### src/rtl/demux_3_reg_pkg.sv
// Shared definitions for demux_3_reg: destination codes, drop counter width,
// holding-register states and the destination decode helper.
package demux_3_reg_pkg;

    localparam logic [1:0] DEST_0    = 2'b00;
    localparam logic [1:0] DEST_1    = 2'b01;
    localparam logic [1:0] DEST_2    = 2'b10;
    localparam logic [1:0] DEST_NONE = 2'b11;

    localparam int unsigned DROP_CNT_W = 8;
    localparam int unsigned NUM_SINKS  = 3;

    typedef enum logic {
        ST_EMPTY = 1'b0,
        ST_FULL  = 1'b1
    } state_t;

    // Destination code to one-hot sink strobe; DEST_NONE maps to no sink.
    function automatic logic [NUM_SINKS-1:0] dest_onehot(input logic [1:0] sel);
        logic [NUM_SINKS-1:0] oh;
        oh = '0;
        case (sel)
            DEST_0:  oh = 3'b001;
            DEST_1:  oh = 3'b010;
            DEST_2:  oh = 3'b100;
            default: oh = 3'b000;
        endcase
        return oh;
    endfunction

endpackage

### src/rtl/demux_3_reg_sat_cnt8.sv
// sat_cnt8: 8-bit saturating event counter with async active-low clear.
module sat_cnt8
    import demux_3_reg_pkg::*;
(
    input  logic                  clk,
    input  logic                  rst_n,
    input  logic                  inc,
    output logic [DROP_CNT_W-1:0] cnt
);

    always_ff @(posedge clk or negedge rst_n) begin
        if (!rst_n) begin
            cnt <= '0;
        end else if (inc && (cnt != {DROP_CNT_W{1'b1}})) begin
            cnt <= cnt + DROP_CNT_W'(1);
        end
    end

endmodule

### src/rtl/demux_3_reg.sv
// Registered 1-to-3 demux with valid/ready flow control and one word of buffering.
// Optional drop counter for invalid-destination words: define DEMUX_3_REG_DROP_CNT_EN.
module demux_3_reg
    import demux_3_reg_pkg::*;
#(
    parameter int unsigned WIDTH = 32
) (
    input  logic                  clk,
    input  logic                  rst_n,
    input  logic [WIDTH-1:0]      in_data,
    input  logic [1:0]            in_sel,
    input  logic                  in_valid,
    output logic                  in_ready,
    output logic [WIDTH-1:0]      out_data,
    output logic [NUM_SINKS-1:0]  out_valid,
    input  logic [NUM_SINKS-1:0]  out_ready
`ifdef DEMUX_3_REG_DROP_CNT_EN
    ,
    output logic [DROP_CNT_W-1:0] drop_cnt
`endif
);

    state_t           state_q;
    state_t           state_d;
    logic [WIDTH-1:0] hold_data_q;
    logic [1:0]       hold_sel_q;
    logic             drain;
    logic             accept;
    logic             load;

    // State register and holding register; data/sel only move on a routed accept.
    always_ff @(posedge clk or negedge rst_n) begin
        if (!rst_n) begin
            state_q     <= ST_EMPTY;
            hold_data_q <= '0;
            hold_sel_q  <= DEST_0;
        end else begin
            state_q <= state_d;
            if (load) begin
                hold_data_q <= in_data;
                hold_sel_q  <= in_sel;
            end
        end
    end

    assign out_data  = hold_data_q;
    assign out_valid = (state_q == ST_FULL) ? dest_onehot(hold_sel_q) : '0;

    // Only the addressed sink's ready can drain the held word.
    always_comb begin
        state_d  = state_q;
        load     = 1'b0;
        drain    = (state_q == ST_FULL) && ((out_valid & out_ready) != '0);
        in_ready = (state_q == ST_EMPTY) || drain;
        accept   = in_valid && in_ready;

        if (accept && (in_sel != DEST_NONE)) begin
            load    = 1'b1;
            state_d = ST_FULL;
        end else if (drain) begin
            state_d = ST_EMPTY;
        end
    end

`ifdef DEMUX_3_REG_DROP_CNT_EN
    logic drop;

    assign drop = accept && (in_sel == DEST_NONE);

    sat_cnt8 u_drop_cnt (
        .clk   (clk),
        .rst_n (rst_n),
        .inc   (drop),
        .cnt   (drop_cnt)
    );
`endif

endmodule
### config.mk
export PLATFORM = sky130hd
export DESIGN_NAME = demux_3_reg
export DESIGN_NICKNAME = d
export VERILOG_FILES = /design/src/rtl/demux_3_reg_pkg.sv /design/src/rtl/demux_3_reg_sat_cnt8.sv /design/src/rtl/demux_3_reg.sv
export SDC_FILE = /design/constraint.sdc
export NUM_CORES = 1
export LEC_CHECK = 0
export ABC_AREA = 1
export CAP_MARGIN = 20
export CORE_MARGIN = 4
export CORE_UTILIZATION = 42
export CTS_BUF_LIST = sky130_fd_sc_hd__clkbuf_16
export DETAILED_ROUTE_END_ITERATION = 10
export PLACE_DENSITY = 0.85
export SLEW_MARGIN = 10
export SYNTH_ARGS = -nofsm -noshare
export SYNTH_HDL_FRONTEND = slang
export SYNTH_HIERARCHICAL = 1
export SYNTH_SLANG_ARGS = --single-unit
### constraint.sdc
create_clock -name clk -period 3.5 [get_ports clk]
set_input_delay 0.7 -clock clk [delete_from_list [all_inputs] [get_ports clk]]
set_output_delay 0.7 -clock clk [all_outputs]
set_load 0.005 [all_outputs]
==> results_dict.tcl, run 1 <==
set metrics [dict create \
    avgViaCountPerCell 4.88 \
    drc 0 \
    cts.sink_count 35 \
    dieArea_mm2 0.00448 \
    layout_commonest_cell "clkdlybuf4s50_1" \
    critical_path_class "primary input to primary output" \
    core.rowCount 21 \
    path_max_fanout 2 \
    p_total_uw 1980 \
    syn-num-nets 200 \
    core-area_mm2 0.00334 \
    critPathRequiredTime_ns 2.80 \
    numCtsBuffers 5 \
    finalNonFillerCells 281 \
    synth_top_family_by_area "simple AND/OR/NAND/NOR gates" \
    num_vias 1371 \
    tritoncts "done" \
    yosys-mux-area-fraction_pct 0 \
    cp-end-kind "primary output" \
    synth_seq_area_share_pct 60.1 \
    pin_count 76 \
    design_area_mm2 0.00236 \
    ys_types 14 \
    hp-class "register to register" \
    min_period_ns 2.67 \
    dieWidth_um 66.9 \
    hold_viol 0 \
    syn2layout_area_growth_pct 61.6 \
    fin_crit_sh_pct 76.3 \
    yosys.area_share.adder_pct 0 \
    drt_iter0_markers 93 \
    layout_common_cells "74 x clkdlybuf4s50_1, 69 x nand2_1, 35 x dfrtp_1, 34 x nand3_1, 5 x clkbuf_16" \
    crit_top_cell "clkdlybuf4s50_1" \
    first_global_vias 1389 \
    antenna_found_initial 0 \
    htree_levels 2 \
    placed_cell_area_mm2 0.00222 \
    grt_usage_pct 19.3 \
    drive_above_1_share_pct 5.53 \
    final-setup-viol-count 0 \
    grt_pass1_wl_mm 6.44 \
    port_buffers 75 \
    rsz0062_at_grt "no" \
    slew_headroom_pct 46.5 \
    nFillCells 268 \
    grt_max_degree 37 \
    num_antenna_cells 0 \
    synthCells 160 \
    final_nets 275 \
    seqPwrFrac_pct 36.1 \
    outcome "complete, no violations" \
    cts_setup_buffers 0 \
    pre_cts_slack_ns 0.829 \
    max-vdd-ir-drop_mv 0.386 \
    tightestPinTransition_ns 0.802 \
    synthSimpleGateAreaFrac_pct 33.6 \
    max_cap_viol_count 0 \
    power.internal_uw 1340 \
    p_clk_share_pct 20.4 \
    p_sw_share_pct 32.5 \
    finalWorstSetupSlack_ns 0.828 \
    synth_seq_cells 35 \
    final_antenna_net_count 0 \
    grt-ovfl-total 0 \
    timing.fmax_mhz 374 \
    cts.path.max_buffers 2 \
    root_buffer "clkbuf_16" \
    dp.cells 274 \
    die_h_um 66.9 \
    crit_arrival_ns 1.97 \
    post_drt_wl_per_cell_um 13.9 \
    cp-start-kind "primary input" \
    timing.setup.tns_ns 0 \
    crit_path_cell_trace "clkdlybuf4s50_1 > nand4_1 > nand3_4 > clkdlybuf4s50_1" \
    place_congestion 0.690 \
    worst_path_max_delay_cell "clkdlybuf4s50_1" \
    finalMaxSlewViolations 0 \
    synthXorXnorAreaFrac_pct 0 \
    clk_pin_slew_ns 0.05 \
    p_switching_uw 644 \
    yosys_warnings 6 \
    fin_worst_skew_ns 0.00310 \
    first_pass_iters 4 \
    p_leak_uw 0.00113 \
    p_comb_share_pct 43.5 \
    hpwlAfterDp_mm 2.71 \
    power_density_mw_per_mm2 840 \
    holdBufCountCts 0 \
    synthesis.area_mm2 0.00146 \
    routed_wl_mm 3.91 \
    syn_avg_cell_area_um2 9.11 \
    synth_compound_area_share_pct 1.37 \
    ctsResizeCount 0 \
    initial_core_util_pct 43.7 \
    max_stage_delay_ns 0.52 \
    clk_latency_ns 0.27 \
]
-- metal layers --
metal  global-route usage, %  routed length, um  share of wire [%]  vias to the layer above
li1                        -                  -                  -                      666
met1                    22.6               1620                 41                      654
met2                    33.2               1910                 49                       47
met3                    7.08                350                9.0                        4
met4                    4.56                 29               0.74                        0
met5                       0                  0                  0                        -
-- cell type report --
type / instances / area, um^2 / area share (%)
clock inverter: 2 / 8.76 / 0.372
multi-input combinational: 113 / 517 / 21.9
tap: 46 / 57.6 / 2.44
clock buffer: 5 / 125 / 5.31
timing repair buffer: 77 / 761 / 32.3
inverter: 3 / 11.3 / 0.478
sequential: 35 / 876 / 37.2
-- power groups by stage --
stage               registers [uW]  logic [uW]  clock network (uW)
floorplan                      725         344                   0
global placement               707         851                   0
detailed placement             716         872                   0
CTS                            713         877                 413
global route                   743         954                 433
finish                         714         862                 404
-- final timing paths --
kind / cells after the start / slack, ns / to / from
min in group asynchronous: 1 / 0.52 / out_data[28] / rst_n
max in group asynchronous: 1 / 2.47 / out_data[30] / rst_n
worst max-delay path: 4 / 0.83 / in_ready / out_ready[1]
worst max register to register: 7 / 1.66 / out_data[5] / hold_sel_q[1]
worst min-delay path: 2 / 0.47 / out_data[14] / out_data[14]
worst min register to register: 2 / 0.47 / out_data[14] / out_data[14]
-- state kept, by name, indices dropped and copies added, names as in the netlist --
name        flops
state_q         1
hold_sel_q      2
out_data       32
-- critical path, delay by kind of cell --
kind,cells,cell delay (ns)
buffers and inverters,2,0.98
AND/OR/NAND/NOR,2,0.30
-- cell families (layout without fill, tap and decap cells) --
logic type,count (synthesis),in the layout
flops,35,35
simple gates,111,111
compound gates,2,2
buf+inv,12,87
-- synth_stat cells --
| library cell | count | share of area [%] |
|---|---|---|
| nand2_1 | 69 | 18 |
| dfrtp_1 | 35 | 60 |
| nand3_1 | 34 | 12 |
| buf_2 | 4 | 1.4 |
| buf_6 | 3 | 2.3 |
| inv_1 | 3 | 0.77 |
| nor3_1 | 3 | 1.0 |
| buf_1 | 2 | 0.52 |
| nand4_1 | 2 | 0.86 |
| a21boi_2 | 1 | 0.77 |
| a21oi_2 | 1 | 0.60 |
| nand2_4 | 1 | 0.77 |
| nand3_4 | 1 | 1.2 |
| nor2_1 | 1 | 0.26 |
-- stage by stage --
| stage | utilization [%] | hold WS (ns) |
|---|---|---|
| floorplan | - | 0.404 |
| global placement | 66.6 | 0.453 |
| detailed placement | 66.6 | 0.457 |
| CTS | 70.6 | 0.471 |
| global route | 70.6 | 0.490 |
| finish | 70.6 | 0.466 |
Power figures use the tool's default switching activity.
==> run 2: changes to the inputs <==
- CORE_UTILIZATION: 42 -> 39
- PLACE_DENSITY: 0.85 -> 0.79
- clock period: 3.5 -> 2.6 ns (I/O delays scaled with it)
==> results_dict.tcl, run 2 (same netlist as run 1, synthesis figures left out) <==
set metrics [dict create \
    cp-end-kind "primary output" \
    tritoncts "done" \
    timing.fmax_mhz 432 \
    drc 0 \
    cts.sink_count 35 \
    crit_arrival_ns 1.80 \
    fin_worst_skew_ns 0.00277 \
    drt_iter0_markers 91 \
    final_nets 276 \
    syn2layout_area_growth_pct 61.8 \
    first_global_vias 1332 \
    p_comb_share_pct 43.6 \
    slew_headroom_pct 48.6 \
    worst_r2r_endpoint "out_data[2]" \
    clk_latency_ns 0.27 \
    pin_count 76 \
    seqPwrFrac_pct 36.4 \
    routed_wl_mm 3.74 \
    power_density_mw_per_mm2 1120 \
    timing.setup.tns_ns 0 \
    p_sw_share_pct 31.9 \
    core.rowCount 21 \
    dieWidth_um 69.1 \
    p_leak_uw 0.00114 \
    critPathRequiredTime_ns 2.08 \
    clk_pin_slew_ns 0.05 \
    num_vias 1338 \
    holdBufCountCts 0 \
    r2r_slack_ns 0.77 \
    drive_above_1_share_pct 5.53 \
    grt_pass1_wl_mm 6.43 \
    min_period_ns 2.32 \
    grt_max_degree 37 \
    power.internal_uw 1790 \
    dp.cells 275 \
    largest_reg_flops 32 \
    htree_levels 2 \
    finalNonFillerCells 281 \
    layout_common_cells "74 x clkdlybuf4s50_1, 69 x nand2_1, 35 x dfrtp_1, 34 x nand3_1, 5 x clkbuf_16" \
    hp-class "primary input to asynchronous set/reset pin" \
    outcome "complete, no violations" \
    final_antenna_net_count 0 \
    cp-start-kind "primary input" \
    place_congestion 0.815 \
    finalMaxSlewViolations 0 \
    layout_commonest_cell "clkdlybuf4s50_1" \
    p_total_uw 2640 \
    antenna_found_initial 0 \
    root_buffer "clkbuf_16" \
    hold_viol 0 \
    cts_setup_buffers 0 \
    rsz0062_at_grt "no" \
    final-setup-viol-count 0 \
    critical_path_class "primary input to primary output" \
    max_cap_viol_count 0 \
    core-area_mm2 0.00347 \
    max-vdd-ir-drop_mv 0.806 \
    p_clk_share_pct 19.9 \
    first_pass_iters 4 \
    tightestPinTransition_ns 0.771 \
    hpwlAfterDp_mm 2.65 \
    post_drt_wl_per_cell_um 13.3 \
    numCtsBuffers 5 \
    die_h_um 69.1 \
    dieArea_mm2 0.00478 \
    fin_crit_sh_pct 89.1 \
    grt-ovfl-total 0 \
    avgViaCountPerCell 4.76 \
    initial_core_util_pct 42.0 \
    grt_usage_pct 16.5 \
    num_antenna_cells 0 \
    r2r_cells 7 \
    port_buffers 75 \
    path_max_fanout 2 \
    r2r-start "hold_sel_q[0]" \
    ctsResizeCount 0 \
    cts.path.max_buffers 2 \
    p_switching_uw 841 \
]
run 2: changes by cell type in the layout (fill, tap and decap cells not counted), sizes merged:
| cell | before | now |
|---|---|---|
| clkinv | 2 | 0 |
| inv | 3 | 4 |
| buf | 3 | 4 |
run 2: metrics by stage:
step	utilization, %	instance area (um^2)	setup WS [ns]	hold slack [ns]
global placement	64.3	2230	0.310	0.452
floorplan	-	1460	1.08	0.224
CTS	68.0	2360	0.283	0.362
finish	68.0	2360	0.285	0.330
detailed placement	64.3	2230	0.283	0.458
global route	68.0	2360	0.220	0.401
run 2: worst max-delay path by stage:
stage                      start  endpoint  slack (ns)  cells after the start
finish              out_ready[2]  in_ready        0.28                      4
global route        out_ready[2]  in_ready        0.22                      4
CTS                 out_ready[2]  in_ready        0.28                      4
detailed placement  out_ready[2]  in_ready        0.28                      4
global placement    out_ready[2]  in_ready        0.31                      4
floorplan           out_ready[2]  in_ready        1.08                      3
run 2: worst max-delay path, cell delays in order:
cell	delay (ns)
clkdlybuf4s50_1	0.46
nand4_1	0.16
nand3_4	0.14
clkdlybuf4s50_1	0.52
run 2: power groups by stage:
stage | Clock [uW] | Combinational [uW] | Sequential [uW]
after floorplan | 0 | 463 | 976
after global placement | 0 | 1150 | 956
after detailed placement | 0 | 1170 | 961
after CTS | 534 | 1170 | 959
after global routing | 561 | 1280 | 991
final | 525 | 1150 | 961
run 2: layout make-up:
| class | count | area [um^2] |
|---|---|---|
| Clock buffer | 5 | 125 |
| Clock inverter | 1 | 3.75 |
| Fill cell | 301 | 1110 |
| Inverter | 3 | 11.3 |
| Multi-Input combinational cell | 113 | 517 |
| Sequential cell | 35 | 876 |
| Tap cell | 46 | 57.6 |
| Timing Repair Buffer | 78 | 768 |
run 2: routing by layer:
metal,part of all wire [%],GRT usage [%],wire (um),vias up
met5,0,0,0,-
met4,0.53,2.60,20,0
met3,6.9,6.10,258,4
met2,45,25.8,1680,48
met1,48,22.2,1790,623
li1,-,-,-,663
==> run 3: changes to the inputs <==
- CTS_CLUSTER_SIZE: default -> 28
==> results of run 3 <==
The final DEF is identical to that of run 2; final timing and power are the same.
